$ cat src/rtl/snake_dir_queue_if.sv
// Request/control/status bundle of the snake direction queue.
// The DUT takes the slave side; whoever drives the key levels takes the master side.
interface snake_dir_queue_if #(
   parameter int NSRC  = 2,
   parameter int DEPTH = 2
);
   localparam int CW = $clog2(DEPTH + 1);

   logic [NSRC-1:0] src_up;
   logic [NSRC-1:0] src_right;
   logic [NSRC-1:0] src_down;
   logic [NSRC-1:0] src_left;
   logic            step;
   logic            clear;
   logic [1:0]      direction;
   logic [CW-1:0]   queue_count;
   logic            turned;
   logic            overflow;

   modport master (
      output src_up, src_right, src_down, src_left, step, clear,
      input  direction, queue_count, turned, overflow
   );

   modport slave (
      input  src_up, src_right, src_down, src_left, step, clear,
      output direction, queue_count, turned, overflow
   );
endinterface

$ cat src/rtl/snake_dir_queue.sv
// Snake heading controller: merges and edge-detects turn keys, buffers legal turns
// in a small circular FIFO and applies one queued turn per game step.
module snake_dir_queue #(
   parameter int         NSRC          = 2,
   parameter int         DEPTH         = 2,
   parameter logic [1:0] INIT_DIR      = 2'b01,
   parameter bit         ALLOW_REVERSE = 1'b0
) (
   input logic              clock,
   input logic              reset,
   snake_dir_queue_if.slave bus
);
   localparam int CW = $clog2(DEPTH + 1);
   localparam int PW = (DEPTH > 1) ? $clog2(DEPTH) : 1;

   // level/press bit order: {up, right, down, left}
   logic [3:0]    lvl;
   logic [3:0]    prev_lvl;
   logic [3:0]    press;
   logic [1:0]    cand;
   logic          cand_valid;

   logic [1:0]    mem [DEPTH];
   logic [PW-1:0] wr_ptr;
   logic [PW-1:0] rd_ptr;
   logic [PW-1:0] tail_ptr;
   logic [CW-1:0] count;
   logic [1:0]    dir_q;
   logic          turned_q;
   logic          overflow_q;

   logic [1:0]    ref_dir;
   logic          is_empty;
   logic          is_full;
   logic          legal;
   logic          pop;
   logic          push;
   logic          drop;

   function automatic logic [PW-1:0] ptr_inc(input logic [PW-1:0] p);
      return (p == PW'(DEPTH - 1)) ? '0 : p + 1'b1;
   endfunction

   assign lvl   = {|bus.src_up, |bus.src_right, |bus.src_down, |bus.src_left};
   assign press = lvl & ~prev_lvl;

   // only one press per cycle is considered: LEFT > RIGHT > UP > DOWN
   always_comb begin
      cand       = 2'b00;
      cand_valid = 1'b1;
      if (press[0])      cand = 2'b11;
      else if (press[2]) cand = 2'b01;
      else if (press[3]) cand = 2'b00;
      else if (press[1]) cand = 2'b10;
      else               cand_valid = 1'b0;
   end

   assign tail_ptr = (wr_ptr == '0) ? PW'(DEPTH - 1) : wr_ptr - 1'b1;
   assign is_empty = (count == '0);
   assign is_full  = (count == CW'(DEPTH));
   assign ref_dir  = is_empty ? dir_q : mem[tail_ptr];

   // judged against the pre-pop tail so a turn queued behind the head stays consistent
   assign legal = cand_valid && (cand != ref_dir) &&
                  (ALLOW_REVERSE || (cand != (ref_dir ^ 2'b10)));
   assign pop   = bus.step && !is_empty && !bus.clear;
   assign push  = legal && !bus.clear && (!is_full || pop);
   assign drop  = legal && !bus.clear && is_full && !pop;

   always_ff @(posedge clock) begin
      if (reset) begin
         prev_lvl   <= 4'hF;
         dir_q      <= INIT_DIR;
         wr_ptr     <= '0;
         rd_ptr     <= '0;
         count      <= '0;
         turned_q   <= 1'b0;
         overflow_q <= 1'b0;
      end else begin
         prev_lvl   <= lvl;
         turned_q   <= 1'b0;
         overflow_q <= 1'b0;
         if (bus.clear) begin
            dir_q  <= INIT_DIR;
            wr_ptr <= '0;
            rd_ptr <= '0;
            count  <= '0;
         end else begin
            if (pop) begin
               dir_q    <= mem[rd_ptr];
               rd_ptr   <= ptr_inc(rd_ptr);
               turned_q <= 1'b1;
            end
            if (push) wr_ptr <= ptr_inc(wr_ptr);
            overflow_q <= drop;
            if (push && !pop)      count <= count + 1'b1;
            else if (pop && !push) count <= count - 1'b1;
         end
      end
   end

   always_ff @(posedge clock) begin
      if (push) mem[wr_ptr] <= cand;
   end

   assign bus.direction   = dir_q;
   assign bus.queue_count = count;
   assign bus.turned      = turned_q;
   assign bus.overflow    = overflow_q;
endmodule

$ cat src/flat_wrapper.sv
// flat-port wrapper written by rule: the top's interface ports become plain ports
module snake_dir_queue_flat 
#(
   parameter int         NSRC          = 2,
   parameter int         DEPTH         = 2,
   parameter logic [1:0] INIT_DIR      = 2'b01,
   parameter bit         ALLOW_REVERSE = 1'b0
)
  (clock, reset, bus_src_up, bus_src_right, bus_src_down, bus_src_left, bus_step, bus_clear, bus_direction, bus_queue_count, bus_turned, bus_overflow);
  snake_dir_queue_if #(.NSRC(NSRC), .DEPTH(DEPTH)) bus_i ();
  input logic clock;
  input logic reset;
  input wire logic [$bits(bus_i.src_up)-1:0] bus_src_up;
  input wire logic [$bits(bus_i.src_right)-1:0] bus_src_right;
  input wire logic [$bits(bus_i.src_down)-1:0] bus_src_down;
  input wire logic [$bits(bus_i.src_left)-1:0] bus_src_left;
  input wire logic [$bits(bus_i.step)-1:0] bus_step;
  input wire logic [$bits(bus_i.clear)-1:0] bus_clear;
  output wire logic [$bits(bus_i.direction)-1:0] bus_direction;
  output wire logic [$bits(bus_i.queue_count)-1:0] bus_queue_count;
  output wire logic [$bits(bus_i.turned)-1:0] bus_turned;
  output wire logic [$bits(bus_i.overflow)-1:0] bus_overflow;
  assign bus_i.src_up = bus_src_up;
  assign bus_i.src_right = bus_src_right;
  assign bus_i.src_down = bus_src_down;
  assign bus_i.src_left = bus_src_left;
  assign bus_i.step = bus_step;
  assign bus_i.clear = bus_clear;
  assign bus_direction = bus_i.direction;
  assign bus_queue_count = bus_i.queue_count;
  assign bus_turned = bus_i.turned;
  assign bus_overflow = bus_i.overflow;
  snake_dir_queue #(.NSRC(NSRC), .DEPTH(DEPTH), .INIT_DIR(INIT_DIR), .ALLOW_REVERSE(ALLOW_REVERSE)) u_core (.clock(clock), .reset(reset), .bus(bus_i));
endmodule
$ cat config.mk
export PLATFORM = sky130hd
export DESIGN_NAME = snake_dir_queue_flat
export DESIGN_NICKNAME = d
export VERILOG_FILES = /design/src/rtl/snake_dir_queue_if.sv /design/src/rtl/snake_dir_queue.sv /design/src/flat_wrapper.sv
export SDC_FILE = /design/constraint.sdc
export NUM_CORES = 1
export LEC_CHECK = 0
export BUFFER_PORTS_ARGS = -buffer_cell sky130_fd_sc_hd__buf_4
export CELL_PAD_IN_SITES_DETAIL_PLACEMENT = 1
export CELL_PAD_IN_SITES_GLOBAL_PLACEMENT = 1
export CORE_MARGIN = 4
export CORE_UTILIZATION = 30
export DETAILED_ROUTE_END_ITERATION = 6
export PLACE_DENSITY_LB_ADDON = 0.2
export SYNTH_ARGS = -nofsm -noshare
export SYNTH_HDL_FRONTEND = slang
export SYNTH_SLANG_ARGS = --single-unit
$ cat constraint.sdc
create_clock -name clock -period 3.36 [get_ports clock]
set_input_delay 0.336 -clock clock [delete_from_list [all_inputs] [get_ports clock]]
set_output_delay 0.336 -clock clock [all_outputs]
set_load 0.1 [all_outputs]
==> run metrics, run 1 <==
cts hold-fix bufs=0; drt pass-1 iters=2; total CTS buffers=3; via count=521; FF-to-FF path depth=7; dominant cells by area after synthesis=dfxtp_1 (35%), edfxtp_1 (18%), mux2i_1 (5.9%); I/O Buffers=17; Post-CTS Setup Inserts=0; Tot GR Track Use=0.1062; DP Area=827.0 µm²; Max clock buf depth=2; Critical Path Source Type=flop; initial antenna violation count=0; Ports=18; most frequent cells in the layout=buf_4 (17), dfxtp_1 (12), nor2_1 (9); CP startpoint=u_core.mem[0][0]$_DFFE_PP_; Worst-path clk slew=0.10 ns; Hold Fails Final Rpt=0; Max FO, Critical Path=4; r2r setup slk=1.11 ns; total of max-cap violations=0; total gr overflow=0; antenna viol nets, final=0; part of the cycle the worst path needs=0.6706; area share of the largest cell type after synthesis=0.3549; Setup CP Type=reg -> reg; Slew headroom=0.6427; H-tree depth=1; Setup crit end kind=flop; Site Rows=16; die area=~0.0031 mm²; DR WL/cell=12.98 µm; Syn Inst Count=62; vias in the first global route=a little under 600; Die Span Y=55.50 µm; Yosys cell types=22; Yosys top cell by area=dfxtp_1; GPL Wtd Cong=0.6932; wire length of the first global-routing pass=2601 µm; most common cell after layout, fill and taps aside=buf_4; # setup viols final=0; post-route design area=853.3 µm²; TritonCTS clock tree=yes; Hold Slack=0.2327 ns; worst reg2reg path startpoint=u_core.mem[0][0]$_DFFE_PP_; clock root cell=clkbuf_4; Worst R2R End=u_core.bus.queue_count[1]$_SDFFE_PP0P_; Post-Syn Area=676.9 µm²; Initial DRC Count=3; Seq/Total Area, Yosys=0.5323; Pins Over Slew Limit=0; Initial Util=0.3315; die width=55.50 µm; Pwr per Cell Area=411.2 mW/mm²; status=finished clean; HP Class=in -> reg; drt total wl=between 1000 and 1500 µm; minimum clock period=2.253 ns; clk_skew=between 0.01 and 0.015 ns; total power=350.9 µW; dpl hpwl=1146 µm; layout cells sized above 1=0.3415; # fillers=252; worst setup path endpoint=u_core.bus.queue_count[1]$_SDFFE_PP0P_; ANT cells=0; yosys warns=0; CTS Sinks=16; IR drop worst, VDD=0.0001598 V; required time of the worst setup path=3.57 ns; RSZ-0062 raised after global routing=false; nets=96; post-CTS sizing=0; Core Area=slightly above 0.002 mm²; Worst Max-Slew Pin Slew=0.5323 ns; vias per cell=4.780; syn_nets=75; area grow syn2layout=26.06%; Arr. time, crit path=2.47 ns; setup TNS=0 ns; Clock Latency Late Sink=approximately 0.29 ns; Pleak=between 0.3 and 0.4 nW; fmax=443.8 MHz; Final Util=0.4179; largest net degree at the start of global routing=10; Avg Synthesized Cell Area=10.92 µm²; Residual DRC=0; #FFs+latches synth=16
-- cells by family (layout without fill, tap and decap cells) --
family | Yosys count | count (layout) | synth area share
AOI/OAI and AO/OA | 13 | 13 | 0.1368
xor gates and xnor gates | 3 | 3 | 0.03882
adders and majority gates | 1 | 1 | 0.01848
buffers and inverters | 2 | 22 | 0.02217
DFF | 16 | 16 | 0.5324
muxes | 5 | 5 | 0.07579
and+or+nand+nor | 22 | 22 | 0.1756
-- where the power goes --
group,internal (mW),total [mW],switching [mW]
Combinational,0.0190,0.0413,0.0223
Clock,0.0430,0.106,0.0626
Sequential,0.202,0.204,0.00239
Total,0.264,0.351,0.0873
-- worst max-delay path: stages, from the launching register on --
cell      delay, ns
edfxtp_1       0.41
mux2_1         0.31
mux2i_1        0.17
mux2i_1        0.33
nor2_1         0.11
ha_1           0.32
or3_1          0.37
a21oi_1        0.15
-- how the worst min path moves through the flow --
stage | start | endpoint | cells after the start
2_1_floorplan | bus_src_left[0] | u_core.prev_lvl[0]$_SDFF_PP1_ | 1
5_1_grt | bus_src_up[1] | u_core.prev_lvl[3]$_SDFF_PP1_ | 2
6_report | bus_src_down[0] | u_core.prev_lvl[1]$_SDFF_PP1_ | 2
4_1_cts | bus_src_down[0] | u_core.prev_lvl[1]$_SDFF_PP1_ | 2
3_5_place_dp | u_core.bus.direction[1]$_SDFFE_PP0P_ | u_core.bus.direction[1]$_SDFFE_PP0P_ | 2
3_3_place_gp | u_core.bus.direction[1]$_SDFFE_PP0P_ | u_core.bus.direction[1]$_SDFFE_PP0P_ | 2
-- stage by stage --
step	std cells	setup slack, ns
3_3_place_gp	105	1.166
6_report	109	1.107
3_5_place_dp	105	1.055
4_1_cts	109	1.072
5_1_grt	109	0.9366
2_1_floorplan	62	0.7528
-- registers in the layout (all words and copies together), names as in the netlist --
signal                  cells
u_core.mem                  4
u_core.prev_lvl             4
u_core.bus.direction        2
u_core.bus.queue_count      2
u_core.bus.overflow         1
u_core.bus.turned           1
u_core.rd_ptr               1
u_core.wr_ptr               1
-- routing by layer --
layer	wire length (µm)	track usage
met2	725	0.1791
met1	620	0.1287
met5	0	0
met3	56	0.02564
met4	13	0.04167
-- cell usage after synthesis --
| library cell | n |
|---|---|
| o21ai_0 | 2 |
| xor2_1 | 3 |
| or3_1 | 6 |
| a211oi_1 | 1 |
| edfxtp_1 | 4 |
| mux2_1 | 1 |
| o21bai_1 | 2 |
| mux2i_1 | 4 |
| a21oi_2 | 1 |
| or2_2 | 4 |
| nor3b_1 | 2 |
| o21ai_1 | 1 |
| o21ba_2 | 2 |
| ha_1 | 1 |
| a21oi_1 | 2 |
| dfxtp_1 | 12 |
| inv_1 | 1 |
| a21o_1 | 1 |
| and2_2 | 1 |
| a211o_1 | 1 |
| nor2_1 | 9 |
| buf_6 | 1 |
-- area by class of cell --
| class | count | area, µm² | area share |
|---|---|---|---|
| flip-flops and latches | 16 | 360.3 | 0.4223 |
| multi-input cells | 44 | 301.5 | 0.3534 |
| repair buffers | 17 | 127.6 | 0.1496 |
| well taps | 27 | 33.78 | 0.03959 |
| clock buffers | 3 | 22.52 | 0.02639 |
| clock inverters | 1 | 3.754 | 0.004399 |
| inverters | 1 | 3.754 | 0.004399 |
Note: power is estimated with default switching activity, not from simulation.
==> inputs of run 2 (changes only) <==
Clock period 3.36 ns to 2.12 ns, I/O delays scaled along.
==> run 2 against run 1 <==
Highest routed layer unchanged. Clock skew fell by 0.0062 ns. Largest cell class unchanged. Setup slack got worse by 1.0 ns. Die area did not move. Critical path type unchanged.
==> run metrics, run 2 (synthesis gave the netlist of run 1 again) <==
status=finished clean; Setup crit end kind=flop; ANT cells=0 (unchanged); TritonCTS clock tree=yes; Worst Max-Slew Pin Slew=0.2819 ns (-0.2504 ns); wire length of the first global-routing pass=2490 µm (-4.3%); DR WL/cell=13.04 µm (+0.48%); Max FO, Critical Path=2 (-2); drt pass-1 iters=4 (+2); Max clock buf depth=2 (unchanged); post-route design area=910.9 µm² (+6.7%); CTS Sinks=16 (unchanged); Arr. time, crit path=2.24 ns (-0.23 ns); critical path, cell by cell=mux2_4 > mux2i_2 > mux2i_1 > nor2_1 > ha_2 > xor2_1 > or3_1 > a21oi_1; vias in the first global route=594 (+2.1%); setup TNS=0 ns (unchanged); nets=101 (+5.2%); largest registers=u_core.mem x4, u_core.prev_lvl x4; Setup CP Type=reg -> reg; Initial DRC Count=6 (+3); area grow syn2layout=34.57%; Hold Path Stages=2 (unchanged); most common cell after layout, fill and taps aside=buf_4; Pins Over Slew Limit=0 (unchanged); most frequent cells in the layout=buf_4 (22), nor2_1 (9), dfxtp_1 (8); dpl hpwl=1125 µm (-1.8%); layout cells sized above 1=0.4598 (+0.1183); Hold Fails Final Rpt=0 (unchanged); Critical Path Source Type=flop; Die Span Y=55.50 µm (unchanged); FF-to-FF path depth=8 (+1); drt total wl=1487 µm (+5.1%); part of the cycle the worst path needs=0.9523 (+0.2818); total of max-cap violations=0 (unchanged); Site Rows=16 (unchanged); initial antenna violation count=0 (unchanged); CP max stage delay=0.42 ns (about the same); RSZ-0062 raised after global routing=true; fmax=495.3 MHz (+12%); HP Class=in -> reg; Residual DRC=0 (unchanged); Slowest-stage cell, CP=edfxtp_1; H-tree depth=1 (unchanged); Worst R2R End=u_core.bus.queue_count[1]$_SDFFE_PP0P_; GPL Wtd Cong=0.6467 (-6.7%); worst reg2reg path startpoint=u_core.mem[0][0]$_DFFE_PP_; clock root cell=clkbuf_4; required time of the worst setup path=2.35 ns (-1.22 ns); die width=55.50 µm (unchanged); clk_skew=0.004242 ns (-0.006185 ns); Ports=18 (unchanged); via count=530 (+1.7%); I/O Buffers=17 (unchanged); Pleak=0.3755 nW (+5.7%); antenna viol nets, final=0 (unchanged); Initial Util=0.3315 (unchanged); # setup viols final=0 (unchanged); IR drop worst, VDD=0.0002290 V (+43%); Clock Latency Late Sink=0.29 ns (about the same); Core Area=0.002042 mm² (unchanged); worst hold start=bus_src_down[0]; total power=566.1 µW (+61%); Worst-path clk slew=0.10 ns (about the same); Slew headroom=0.8136 (+0.1709); total gr overflow=0 (unchanged); r2r setup slk=0.10 ns (-1.01 ns); die area=0.003080 mm² (unchanged); CP delay by family, top=multiplexers; total CTS buffers=3 (unchanged); cts hold-fix bufs=0 (unchanged); DP Area=850.8 µm² (+2.9%); minimum clock period=2.019 ns (-0.2341 ns); Tot GR Track Use=0.1033 (-0.002896); largest net degree at the start of global routing=10 (unchanged); Hold EP=u_core.prev_lvl[1]$_SDFF_PP1_; Pwr per Cell Area=621.5 mW/mm² (+51%); vias per cell=4.649 (-2.7%); Worst Path Buf+Inv=0 (unchanged)
## run 2: how the worst max path moves through the flow
stage,cells past startpoint,endpoint,startpoint
after floorplan,7,u_core.bus.queue_count[1]$_SDFFE_PP0P_,u_core.bus.queue_count[0]$_SDFFE_PP0P_
after global placement,7,u_core.bus.queue_count[1]$_SDFFE_PP0P_,u_core.wr_ptr$_SDFFE_PP0N_
after detailed placement,7,u_core.bus.queue_count[1]$_SDFFE_PP0P_,u_core.mem[0][0]$_DFFE_PP_
after CTS,7,u_core.bus.queue_count[1]$_SDFFE_PP0P_,u_core.wr_ptr$_SDFFE_PP0N_
after global routing,8,u_core.bus.queue_count[1]$_SDFFE_PP0P_,u_core.mem[0][0]$_DFFE_PP_
final,8,u_core.bus.queue_count[1]$_SDFFE_PP0P_,u_core.mem[0][0]$_DFFE_PP_
## run 2: repair_timing
item,in CTS,in global routing
pin swaps,2,4
endpoints found under the setup margin,1,3
gates resized for setup,1,3
buffers inserted,2,1
hold endpoints to repair,0,0
## run 2: final cells by class
type | instances | area [µm²]
Timing Repair Buffer | 22 | 165.2
Clock inverter | 1 | 3.754
Inverter | 1 | 3.754
Tap cell | 27 | 33.78
Fill cell | 247 | 1131
Sequential cell | 16 | 370.4
Clock buffer | 3 | 22.52
Multi-Input combinational cell | 44 | 311.5
## run 2: report_power, final
part           internal (mW)  switching, mW
Sequential             0.318        0.00417
Combinational         0.0373         0.0371
Clock                 0.0685          0.101
Total                  0.424          0.143
## run 2: routing by layer
| layer | vias to the layer above | global-route usage | routed length (µm) |
|---|---|---|---|
| li1 | 267 | - | - |
| met2 | 13 | 0.1554 | 703 |
| met1 | 245 | 0.1287 | 685 |
| met5 | - | 0 | 0 |
| met4 | 0 | 0.07292 | 39 |
| met3 | 5 | 0.02331 | 59 |
## run 2: metrics by stage
step                      instances  setup slack, ns  hold WS (ns)  utilization
after floorplan                  62          0.06347        0.3108            -
after CTS                       113          0.02289        0.1018       0.4387
after detailed placement        107         -0.01162        0.4122       0.4167
after global routing            114         -0.02660        0.1078       0.4461
final                           114           0.1011        0.1125       0.4461
after global placement          107           0.1067        0.4023       0.4167
==> inputs of run 3 (changes only) <==
Settings changed: MAX_ROUTING_LAYER set to met4.
==> run 3 against run 2 <==
Clock-buffer cell count unchanged. Critical path type unchanged. Maximum frequency about the same. Global-route usage increased by 0.29 points. Critical path depth unchanged. Wire length increased by 0.20%. Cell count unchanged. Largest power group unchanged.
==> run metrics, run 3 (synthesis gave the netlist of run 1 again) <==
Max FO, Critical Path=2 (unchanged); via count=530 (unchanged); Pwr per Cell Area=621.1 mW/mm² (about the same); wire length of the first global-routing pass=2490 µm (unchanged); die area=0.003080 mm² (unchanged); total gr overflow=0 (unchanged); HP Class=in -> reg; clock root cell=clkbuf_4; Site Rows=16 (unchanged); area grow syn2layout=34.57% (unchanged); Setup CP Type=reg -> reg; Sw Pwr=142.2 µW (-0.25%); most frequent cells in the layout=buf_4 (22), nor2_1 (9), dfxtp_1 (8); drt pass-1 iters=4 (unchanged); Clock Latency Late Sink=0.29 ns (about the same); CTS Sinks=16 (unchanged); Comb pwr share=0.132 (about the same); Clock Power Share=0.300 (about the same); fmax=495.5 MHz (about the same); Initial DRC Count=7 (+1); switch share=0.2514 (-0.0004676); Pins Over Slew Limit=0 (unchanged); drt total wl=1490 µm (+0.20%); total of max-cap violations=0 (unchanged); # setup viols final=0 (unchanged); Pleak=0.3755 nW (unchanged); Int Power=423.5 µW (about the same); fin worst setup slack=0.1018 ns (+0.0006860 ns); GPL Wtd Cong=0.6524 (+0.88%); CP delay by family, top=multiplexers; Setup WS pre-CTS=-0.01162 ns (unchanged); vias in the first global route=594 (unchanged); largest net degree at the start of global routing=10 (unchanged); critical path, cell by cell=mux2_4 > mux2i_2 > mux2i_1 > nor2_1 > ha_2 > xor2_1 > or3_1 > a21oi_1; total power=565.8 µW (about the same); initial antenna violation count=0 (unchanged); # fillers=247 (unchanged); status=finished clean; required time of the worst setup path=2.35 ns (about the same); DR WL/cell=13.07 µm (+0.20%); total CTS buffers=3 (unchanged); cts hold-fix bufs=0 (unchanged); Worst-path clk slew=0.10 ns (about the same); Setup crit end kind=flop; TritonCTS clock tree=yes; CP max stage delay=0.42 ns (about the same); IR drop worst, VDD=0.0002283 V (-0.30%); layout cells sized above 1=0.4598 (unchanged); Final Util=0.4461 (unchanged); Ports=18 (unchanged); RSZ-0062 raised after global routing=true; Arr. time, crit path=2.24 ns (about the same); part of the cycle the worst path needs=0.9520 (about the same); Reg power frac=0.569 (about the same); Max clock buf depth=2 (unchanged); clk_skew=0.004702 ns (+0.0004604 ns); minimum clock period=2.018 ns (-0.0006860 ns); die width=55.50 µm (unchanged); ANT cells=0 (unchanged); Slew headroom=0.8136 (unchanged); Critical Path Source Type=flop; nets=101 (unchanged); Initial Util=0.3315 (unchanged); Residual DRC=0 (unchanged); most common cell after layout, fill and taps aside=buf_4; vias per cell=4.649 (unchanged); Hold Fails Final Rpt=0 (unchanged); Slowest-stage cell, CP=edfxtp_1; Worst Max-Slew Pin Slew=0.2819 ns (unchanged); dpl hpwl=1125 µm (unchanged); Worst Path Buf+Inv=0 (unchanged); Die Span Y=55.50 µm (unchanged); Tot GR Track Use=0.1062 (+0.002869); antenna viol nets, final=0 (unchanged); H-tree depth=1 (unchanged); largest registers=u_core.mem x4, u_core.prev_lvl x4; I/O Buffers=17 (unchanged); Core Area=0.002042 mm² (unchanged)
run 3: cell counts in the layout (fill, tap and decap cells not counted):
No cell type changed its count.
run 3: what timing repair did:
action                                  in CTS  in global routing
pin swaps                                    2                  4
resized for setup                            1                  3
endpoints found under the setup margin       1                  3
hold endpoints to repair                     0                  0
setup buffers                                2                  1
run 3: power by group through the flow:
stage	Combinational (mW)	Sequential [mW]	Clock [mW]
floorplan	0.0295	0.339	0
global placement	0.0668	0.328	0
detailed placement	0.0687	0.329	0
CTS	0.0729	0.322	0.178
global route	0.0822	0.323	0.190
finish	0.0744	0.322	0.169
run 3: per-stage QoR:
stage / area (µm²) / std cells / TNS (ns) / hold WS (ns)
after floorplan: 685.7 / 62 / 0 / 0.3108
after global placement: 850.8 / 107 / 0 / 0.4023
after detailed placement: 850.8 / 107 / -0.01162 / 0.4122
after CTS: 895.9 / 113 / 0 / 0.1018
after global routing: 910.9 / 114 / -0.02660 / 0.1078
final: 910.9 / 114 / 0 / 0.1131
run 3: worst paths after layout:
kind,endpoint,startpoint,slack [ns],cells after the start
worst max-delay path,u_core.bus.queue_count[1]$_SDFFE_PP0P_,u_core.mem[0][0]$_DFFE_PP_,0.10,8
worst min-delay path,u_core.prev_lvl[1]$_SDFF_PP1_,bus_src_down[0],0.11,2
worst max register to register,u_core.bus.queue_count[1]$_SDFFE_PP0P_,u_core.mem[0][0]$_DFFE_PP_,0.10,8
worst min register to register,u_core.bus.direction[1]$_SDFFE_PP0P_,u_core.bus.direction[1]$_SDFFE_PP0P_,0.50,2
run 3: worst reg2reg max path: stages, from the launching register on:
cell and delay [ns]:
edfxtp_1 0.42, mux2_4 0.28, mux2i_2 0.16, mux2i_1 0.24, nor2_1 0.10, ha_2 0.18
xor2_1 0.15, or3_1 0.30, a21oi_1 0.12
run 3: per-layer routing:
layer / share of wire / wire length (µm) / vias to the layer above / GRT usage
li1: - / - / 267 / -
met1: 0.46 / 692 / 245 / 0.1301
met4: 0.026 / 39 / 0 / 0.07292
met2: 0.47 / 703 / 13 / 0.1554
met3: 0.036 / 54 / 5 / 0.02098
met5: 0 / 0 / - / -
run 3: cell type report:
cell class	instances	area [µm²]	area share
tap	27	33.78	0.03709
sequential	16	370.4	0.4066
timing repair buffer	22	165.2	0.1813
clock inverter	1	3.754	0.004121
clock buffer	3	22.52	0.02473
multi-input combinational	44	311.5	0.3420
inverter	1	3.754	0.004121
